`src/rtl/parc_core_rob_ctrl_if.sv`:
```
// Decode/writeback/commit signal bundle for the reorder-buffer controller.
// The master side (decode/bench) drives requests; the slave side (ROB) answers.
interface parc_core_rob_ctrl_if;
   logic       alloc_val;
   logic       alloc_rdy;
   logic       alloc_wen;
   logic [4:0] alloc_preg;
   logic       alloc_spec;
   logic [3:0] alloc_slot;
   logic       fill_val;
   logic [3:0] fill_slot;
   logic       commit_val;
   logic       commit_wen;
   logic [3:0] commit_slot;
   logic [4:0] commit_preg;
   logic       spec_clr;
   logic       squash_val;
   logic       full;
   logic       empty;

   modport master (
      output alloc_val, alloc_wen, alloc_preg, alloc_spec, fill_val, fill_slot,
             spec_clr, squash_val,
      input  alloc_rdy, alloc_slot, commit_val, commit_wen, commit_slot,
             commit_preg, full, empty
   );

   modport slave (
      input  alloc_val, alloc_wen, alloc_preg, alloc_spec, fill_val, fill_slot,
             spec_clr, squash_val,
      output alloc_rdy, alloc_slot, commit_val, commit_wen, commit_slot,
             commit_preg, full, empty
   );
endinterface

```
`src/rtl/parc_core_rob_ctrl.sv`:
```
// 16-entry in-order reorder buffer: 1-cycle alloc/fill, combinational head commit, alloc stalls on full.
// Squash of speculative entries is built only with PARC_ROB_SQUASH_EN; otherwise squash_val acts as spec_clr.
module parc_core_rob_ctrl (
   input  logic                     clk,
   input  logic                     reset,
   parc_core_rob_ctrl_if.slave      bus
);

   typedef struct packed {
      logic       valid;
      logic       pending;
      logic       wen;
      logic       spec;
      logic [4:0] preg;
   } rob_entry_t;

   rob_entry_t ent [16];
   logic [3:0] head;
   logic [3:0] tail;
   logic [4:0] count;
   logic [4:0] spec_cnt;

   logic       do_squash;
   logic       do_clr;
   logic       alloc_fire;
   logic [4:0] squash_amt;
   logic [4:0] count_nxt;

`ifdef PARC_ROB_SQUASH_EN
   assign do_squash     = bus.squash_val;
   assign do_clr        = bus.spec_clr && !bus.squash_val;
   assign bus.alloc_rdy = !bus.full && !bus.squash_val;
`else
   assign do_squash     = 1'b0;
   assign do_clr        = bus.spec_clr || bus.squash_val;
   assign bus.alloc_rdy = !bus.full;
`endif

   // full looks only at the registered count: a same-cycle commit frees nothing yet
   assign bus.full       = (count == 5'd16);
   assign bus.empty      = (count == 5'd0);
   assign bus.alloc_slot = tail;
   assign alloc_fire     = bus.alloc_val && bus.alloc_rdy;

   assign bus.commit_val  = ent[head].valid && !ent[head].pending && !ent[head].spec;
   assign bus.commit_wen  = bus.commit_val && ent[head].wen;
   assign bus.commit_slot = head;
   assign bus.commit_preg = ent[head].preg;

   assign squash_amt = do_squash ? spec_cnt : 5'd0;
   assign count_nxt  = count + {4'd0, alloc_fire} - {4'd0, bus.commit_val} - squash_amt;

   always_ff @(posedge clk) begin
      if (reset) begin
         for (int i = 0; i < 16; i++) ent[i] <= '0;
         head     <= 4'd0;
         tail     <= 4'd0;
         count    <= 5'd0;
         spec_cnt <= 5'd0;
      end else begin
         for (int i = 0; i < 16; i++) begin
            if (do_squash && ent[i].spec) ent[i].valid <= 1'b0;
            if (do_squash || do_clr)      ent[i].spec  <= 1'b0;
         end
         if (bus.fill_val && ent[bus.fill_slot].valid)
            ent[bus.fill_slot].pending <= 1'b0;
         if (bus.commit_val) begin
            ent[head].valid <= 1'b0;
            head            <= head + 4'd1;
         end
         // a spec_clr in the allocation cycle also covers the new entry
         if (alloc_fire)
            ent[tail] <= '{valid:   1'b1,
                           pending: 1'b1,
                           wen:     bus.alloc_wen,
                           spec:    bus.alloc_spec && !do_clr,
                           preg:    bus.alloc_preg};
         if (do_squash)
            tail <= tail - spec_cnt[3:0];
         else if (alloc_fire)
            tail <= tail + 4'd1;
         count <= count_nxt;
         if (do_squash || do_clr)
            spec_cnt <= 5'd0;
         else
            spec_cnt <= spec_cnt + {4'd0, alloc_fire && bus.alloc_spec};
      end
   end

endmodule

```
`src/flat_wrapper.sv`:
```
// flat-port wrapper written by rule: the top's interface ports become plain ports
module parc_core_rob_ctrl_flat 
  (clk, reset, bus_alloc_val, bus_alloc_wen, bus_alloc_preg, bus_alloc_spec, bus_fill_val, bus_fill_slot, bus_spec_clr, bus_squash_val, bus_alloc_rdy, bus_alloc_slot, bus_commit_val, bus_commit_wen, bus_commit_slot, bus_commit_preg, bus_full, bus_empty);
  parc_core_rob_ctrl_if bus_i ();
  input  logic clk;
  input  logic reset;
  input wire logic [$bits(bus_i.alloc_val)-1:0] bus_alloc_val;
  input wire logic [$bits(bus_i.alloc_wen)-1:0] bus_alloc_wen;
  input wire logic [$bits(bus_i.alloc_preg)-1:0] bus_alloc_preg;
  input wire logic [$bits(bus_i.alloc_spec)-1:0] bus_alloc_spec;
  input wire logic [$bits(bus_i.fill_val)-1:0] bus_fill_val;
  input wire logic [$bits(bus_i.fill_slot)-1:0] bus_fill_slot;
  input wire logic [$bits(bus_i.spec_clr)-1:0] bus_spec_clr;
  input wire logic [$bits(bus_i.squash_val)-1:0] bus_squash_val;
  output wire logic [$bits(bus_i.alloc_rdy)-1:0] bus_alloc_rdy;
  output wire logic [$bits(bus_i.alloc_slot)-1:0] bus_alloc_slot;
  output wire logic [$bits(bus_i.commit_val)-1:0] bus_commit_val;
  output wire logic [$bits(bus_i.commit_wen)-1:0] bus_commit_wen;
  output wire logic [$bits(bus_i.commit_slot)-1:0] bus_commit_slot;
  output wire logic [$bits(bus_i.commit_preg)-1:0] bus_commit_preg;
  output wire logic [$bits(bus_i.full)-1:0] bus_full;
  output wire logic [$bits(bus_i.empty)-1:0] bus_empty;
  assign bus_i.alloc_val = bus_alloc_val;
  assign bus_i.alloc_wen = bus_alloc_wen;
  assign bus_i.alloc_preg = bus_alloc_preg;
  assign bus_i.alloc_spec = bus_alloc_spec;
  assign bus_i.fill_val = bus_fill_val;
  assign bus_i.fill_slot = bus_fill_slot;
  assign bus_i.spec_clr = bus_spec_clr;
  assign bus_i.squash_val = bus_squash_val;
  assign bus_alloc_rdy = bus_i.alloc_rdy;
  assign bus_alloc_slot = bus_i.alloc_slot;
  assign bus_commit_val = bus_i.commit_val;
  assign bus_commit_wen = bus_i.commit_wen;
  assign bus_commit_slot = bus_i.commit_slot;
  assign bus_commit_preg = bus_i.commit_preg;
  assign bus_full = bus_i.full;
  assign bus_empty = bus_i.empty;
  parc_core_rob_ctrl u_core (.clk(clk), .reset(reset), .bus(bus_i));
endmodule
```
`config.mk`:
```
export PLATFORM = sky130hd
export DESIGN_NAME = parc_core_rob_ctrl_flat
export DESIGN_NICKNAME = d
export VERILOG_FILES = /design/src/rtl/parc_core_rob_ctrl_if.sv /design/src/rtl/parc_core_rob_ctrl.sv /design/src/flat_wrapper.sv
export SDC_FILE = /design/constraint.sdc
export NUM_CORES = 1
export LEC_CHECK = 0
export CORE_AREA = 3 3 137 139
export CTS_BUF_LIST = sky130_fd_sc_hd__clkbuf_4 sky130_fd_sc_hd__clkbuf_8
export CTS_CLUSTER_DIAMETER = 80
export DETAILED_ROUTE_END_ITERATION = 7
export DIE_AREA = 0 0 140 142
export GPL_TIMING_DRIVEN = 0
export SLEW_MARGIN = 10
export SYNTH_ARGS = -nofsm -noshare
export SYNTH_HDL_FRONTEND = slang
export SYNTH_SLANG_ARGS = --single-unit
```
`constraint.sdc`:
```
create_clock -name clk -period 3.4 [get_ports clk]
set_input_delay 0.68 -clock clk [delete_from_list [all_inputs] [get_ports clk]]
set_output_delay 0.68 -clock clk [all_outputs]
set_load 0.02 [all_outputs]
```
# ---- Yosys cells after proc, flatten, opt, wreduce, memory -nomap -nowiden
# Memories as Yosys holds them, arrays and structs flattened. A register that Yosys moved wholly into a read port is not among the register bits.
# Cells that the tools add are included.
dict set report totals {
  ramBits 144
  ff_bits 13
  inputBits 17
  out_inout_bits 18
  memories 1
}
# name words width rd rd_ports_with_merged_regs wr line_no
set mem_list {}
lappend mem_list {u_core.ent 16 9 2 1 19 parc_core_rob_ctrl.sv:17} ;# rob_entry_t ent [16];
dict set report classes {
  n_reduce_logical 12
  eq_ne 1
  bitwise_logic 16
  n_addsub 4
  muxes 32
}
# cell count
set ops {}
lappend ops {{$mux W1} 30}
lappend ops {{$or A1 B1 Y1} 16}
lappend ops {{$add A4 B1 Y4 const B} 2}
lappend ops {{$mux W4} 2}
lappend ops {{$logic_and A1 B1 Y1} 6}
lappend ops {{$add A5 B1 Y5} 1}
lappend ops {{$eq A5 B5 Y1 const B} 1}
lappend ops {{$logic_not A5 Y1} 1}
lappend ops {{$sub A5 B1 Y5} 1}
lappend ops {{$logic_not A1 Y1} 4}
lappend ops {{$logic_or A1 B1 Y1} 1}

# ---- Longest topological paths before layout
dict set report logic_depth {
  depth_word 6
  mapped_depth 17
  ltp_nobuf 14
}

# ---- Least setup slack after synthesis
# Ideal clock, no wire load.
dict set report synth_timing {
  path_kind {register -> register}
  startpoint {reg with a tool-made name}
  endpoint {reg u_core.count[4]}
  slack_ns 0.296
  path_buffers 1
  synth_period_minus_slack_ns 3.104
  required_time_ns 3.268
  arrival_time_ns 2.972
  stages_incl_launch_ff 15
  path_cell_list {dfxtp_1 > mux4_2 > a2111oi_4 > o22a_2 > buf_2 > ha_1 > inv_1 > ha_1 > inv_1 > fa_1 > inv_1 > a21oi_1 > nor2_1 > or3_1 > a21oi_1}
}
# item line_no
set synth_rtl {}
lappend synth_rtl {{to (signal assigned)} parc_core_rob_ctrl.sv:82} ;# count <= count_nxt;
lappend synth_rtl {{to (decl)} parc_core_rob_ctrl.sv:20} ;# logic [4:0] count;

==> results_dict.tcl <==
set metrics [dict create \
    cp_max_fo 7 \
    grt_overflow 0 \
    cpLargestDelayFamily "compound AO/OA/AOI/OAI gates" \
    ys_top_cells_by_count "edfxtp_1 (112), and3_1 (101), nand2_1 (69)" \
    placedCellCount 898 \
    ctsHoldBuffers 0 \
    drt-wirelength-per-cell_um 22.3 \
    clk_path_buf_depth 2 \
    crit_buf_inv 2 \
    drive_gt1_share_pct 15.4 \
    synthesis.nets 667 \
    synth.most_common_cell "edfxtp_1" \
    root_buffer "clkbuf_8" \
    syn2layout_area_growth_pct 14.6 \
    crit_type "register to primary output" \
    yosys-top-cells-area "edfxtp_1 (43%), dfxtp_1 (13%), mux4_2 (10%), and3_1 (8.1%), nand2_1 (3.3%)" \
    tightest_slew_ns 1.06 \
    grt_pass1_wl_mm 32.0 \
    dp_hpwl_mm 14.9 \
    holdCritStartpoint "u_core.ent[7][7]" \
    final.period_utilization_pct 95.0 \
    ys.flop_type "edfxtp_1" \
    grt_usage_pct 21.3 \
    cp_slowest_cell "mux4_2" \
    drt_iter0_markers 391 \
    max_freq_mhz 310 \
    synth_edf_count 112 \
    critPathCaptureType "primary output" \
    portBuffers 34 \
    cp.required_ns 2.72 \
    grt_pass1_vias 5657 \
    place_area_um2 8470 \
    netlist_area_um2 7840 \
    drc_errors 0 \
    ios 35 \
    ir_drop_uv 378 \
    max-slew-margin-rel_pct 28.9 \
    tritoncts "done" \
    status "finished, final reports clean" \
    yosysSeqAreaShare_pct 55.4 \
    fill_cells 1576 \
    synth_warnings 0 \
    power_mw 5.24 \
    setup_violations 0 \
    ant_nets 0 \
    syn_avg_cell_area_um2 12.4 \
    clock_sinks 161 \
    antenna_found_initial 0 \
    dieArea_um2 19900 \
    clkLatencyLatePin_ns 0.46 \
    min_path_type "register to register" \
    die_h_um 142 \
    synth_top_area_share_pct 42.9 \
    powerDensity_nw_per_um2 583 \
    synth_top_area_cell "edfxtp_1" \
    synth-seq-cells 161 \
    p_leak_nw 3.57 \
    drt_wl_total_mm 20.9 \
    fin_crit_ns 3.23 \
    finalMaxSlewViolations 0 \
    max-cap-violations 0 \
    cts-buffers-inserted 17 \
    dr.pass1.iters 5 \
    initial_core_util_pct 44.1 \
    htree_levels 4 \
    vias 5500 \
    async_flop_share_pct 0 \
    gp_congestion 0.906 \
    hold_violations 0 \
    finalInstanceArea_um2 8990 \
    synthCells 635 \
    worstPathArrival_ns 2.55 \
    nets 728 \
    fin_cells 938 \
    die_x_um 140 \
    clkTransAtPathRegs_ns 0.09 \
    via_per_inst 5.86 \
    rows 49 \
    slowest_delay_ns 0.56 \
    grt_max_degree 17 \
    crit_path_cell_trace "mux4_2 -> a2111oi_4 -> o22a_2 -> buf_12 -> and2_1 -> clkbuf_2" \
    skew_ns 0.00926 \
    core_um2 17800 \
    synth_cell_types 57 \
    diodes 0 \
    cp-start-kind "register" \
]
## cell families (layout without fill, tap and decap cells)
kind of cell / after synthesis / in the layout / synth area share (%)
AO/OA/AOI/OAI: 66 / 66 / 6.56
buffers and inverters: 72 / 146 / 4.29
XOR/XNOR: 6 / 6 / 0.670
AND/OR/NAND/NOR: 277 / 277 / 20.1
flip-flops: 161 / 161 / 55.4
multiplexers: 38 / 38 / 10.5
adder cells (fa/ha/maj): 15 / 15 / 2.49
## registers in the layout, summed over array words and instances, names as in the netlist, named ones only
name                    cells
u_core.count                5
u_core.bus.commit_slot      4
u_core.bus.alloc_slot       4
u_core.ent                144
## layout by cell type (no fill, tap or decap), types with 3 or more instances in the layout
cell / count
edfxtp_1: 112
and3_1: 101
nand2_1: 69
dfxtp_1: 48
clkbuf_1: 40
nor2_1: 37
mux4_2: 35
clkdlybuf4s50_1: 27
a21oi_1: 21
and2_1: 20
clkbuf_8: 17
inv_1: 16
a31o_1: 14
ha_1: 14
a41oi_1: 13
buf_4: 11
nor3_1: 8
nor2b_1: 7
buf_12: 5
nor4b_2: 5
nand3_1: 5
clkbuf_2: 5
clkinv_1: 4
nor3b_1: 4
and4bb_1: 4
and4_1: 4
xor2_1: 4
buf_6: 3
buf_2: 3
bufinv_16: 3
inv_8: 3
## path summary, 6_finish.rpt
kind / endpoint / slack (ns) / cells after the start
worst max-delay path: bus_commit_wen / 0.17 / 6
worst min-delay path: u_core.ent[7][7] / 0.47 / 1
worst max register to register: u_core.count[4] / 0.18 / 14
worst min register to register: u_core.ent[7][7] / 0.47 / 1
## final cells by class
class	instances	area [µm²]	area share, %
multi-input combinational	402	3180	35.4
inverter	17	63.8	0.710
clock buffer	17	234	2.60
clock inverter	15	183	2.03
tap	229	287	3.19
sequential	161	4350	48.4
buffer	55	328	3.65
timing repair buffer	42	369	4.11
## stage by stage
| stage | TNS (ns) | setup WS (ns) | hold WS (ns) | util, % |
|---|---|---|---|---|
| detailed placement | -1.91 | -0.372 | 0.458 | 47.6 |
| global route | -0.0326 | -0.0326 | 0.495 | 50.6 |
| finish | 0 | 0.169 | 0.474 | 50.6 |
| global placement | -1.72 | -0.308 | 0.452 | 47.6 |
| floorplan | 0 | 0.296 | 0.441 | - |
| CTS | -0.325 | -0.125 | 0.479 | 50.3 |
## where the power goes
part           total [mW]  internal (mW)  switching, mW  leakage [nW]
clock                1.51          0.739          0.767         0.209
combinational        1.44          0.678          0.759          1.78
sequential           2.30           2.22         0.0821          1.58
## what timing repair did
action	CTS	global route
hold endpoints to repair	0	0
gates resized for setup	23	20
setup buffers	1	7
pin swaps	1	6
endpoints found under the setup margin	11	8
## routing by layer
metal / vias to the layer above / share of wire [%] / track usage (%) / routed length (µm)
li1: 2512 / - / - / -
met1: 2748 / 44 / 27.7 / 9200
met2: 205 / 48 / 35.0 / 10100
met3: 35 / 4.8 / 5.41 / 1010
met4: 0 / 2.6 / 7.75 / 550
met5: - / 0 / 0 / 0
(Power assumes the default switching activity.)
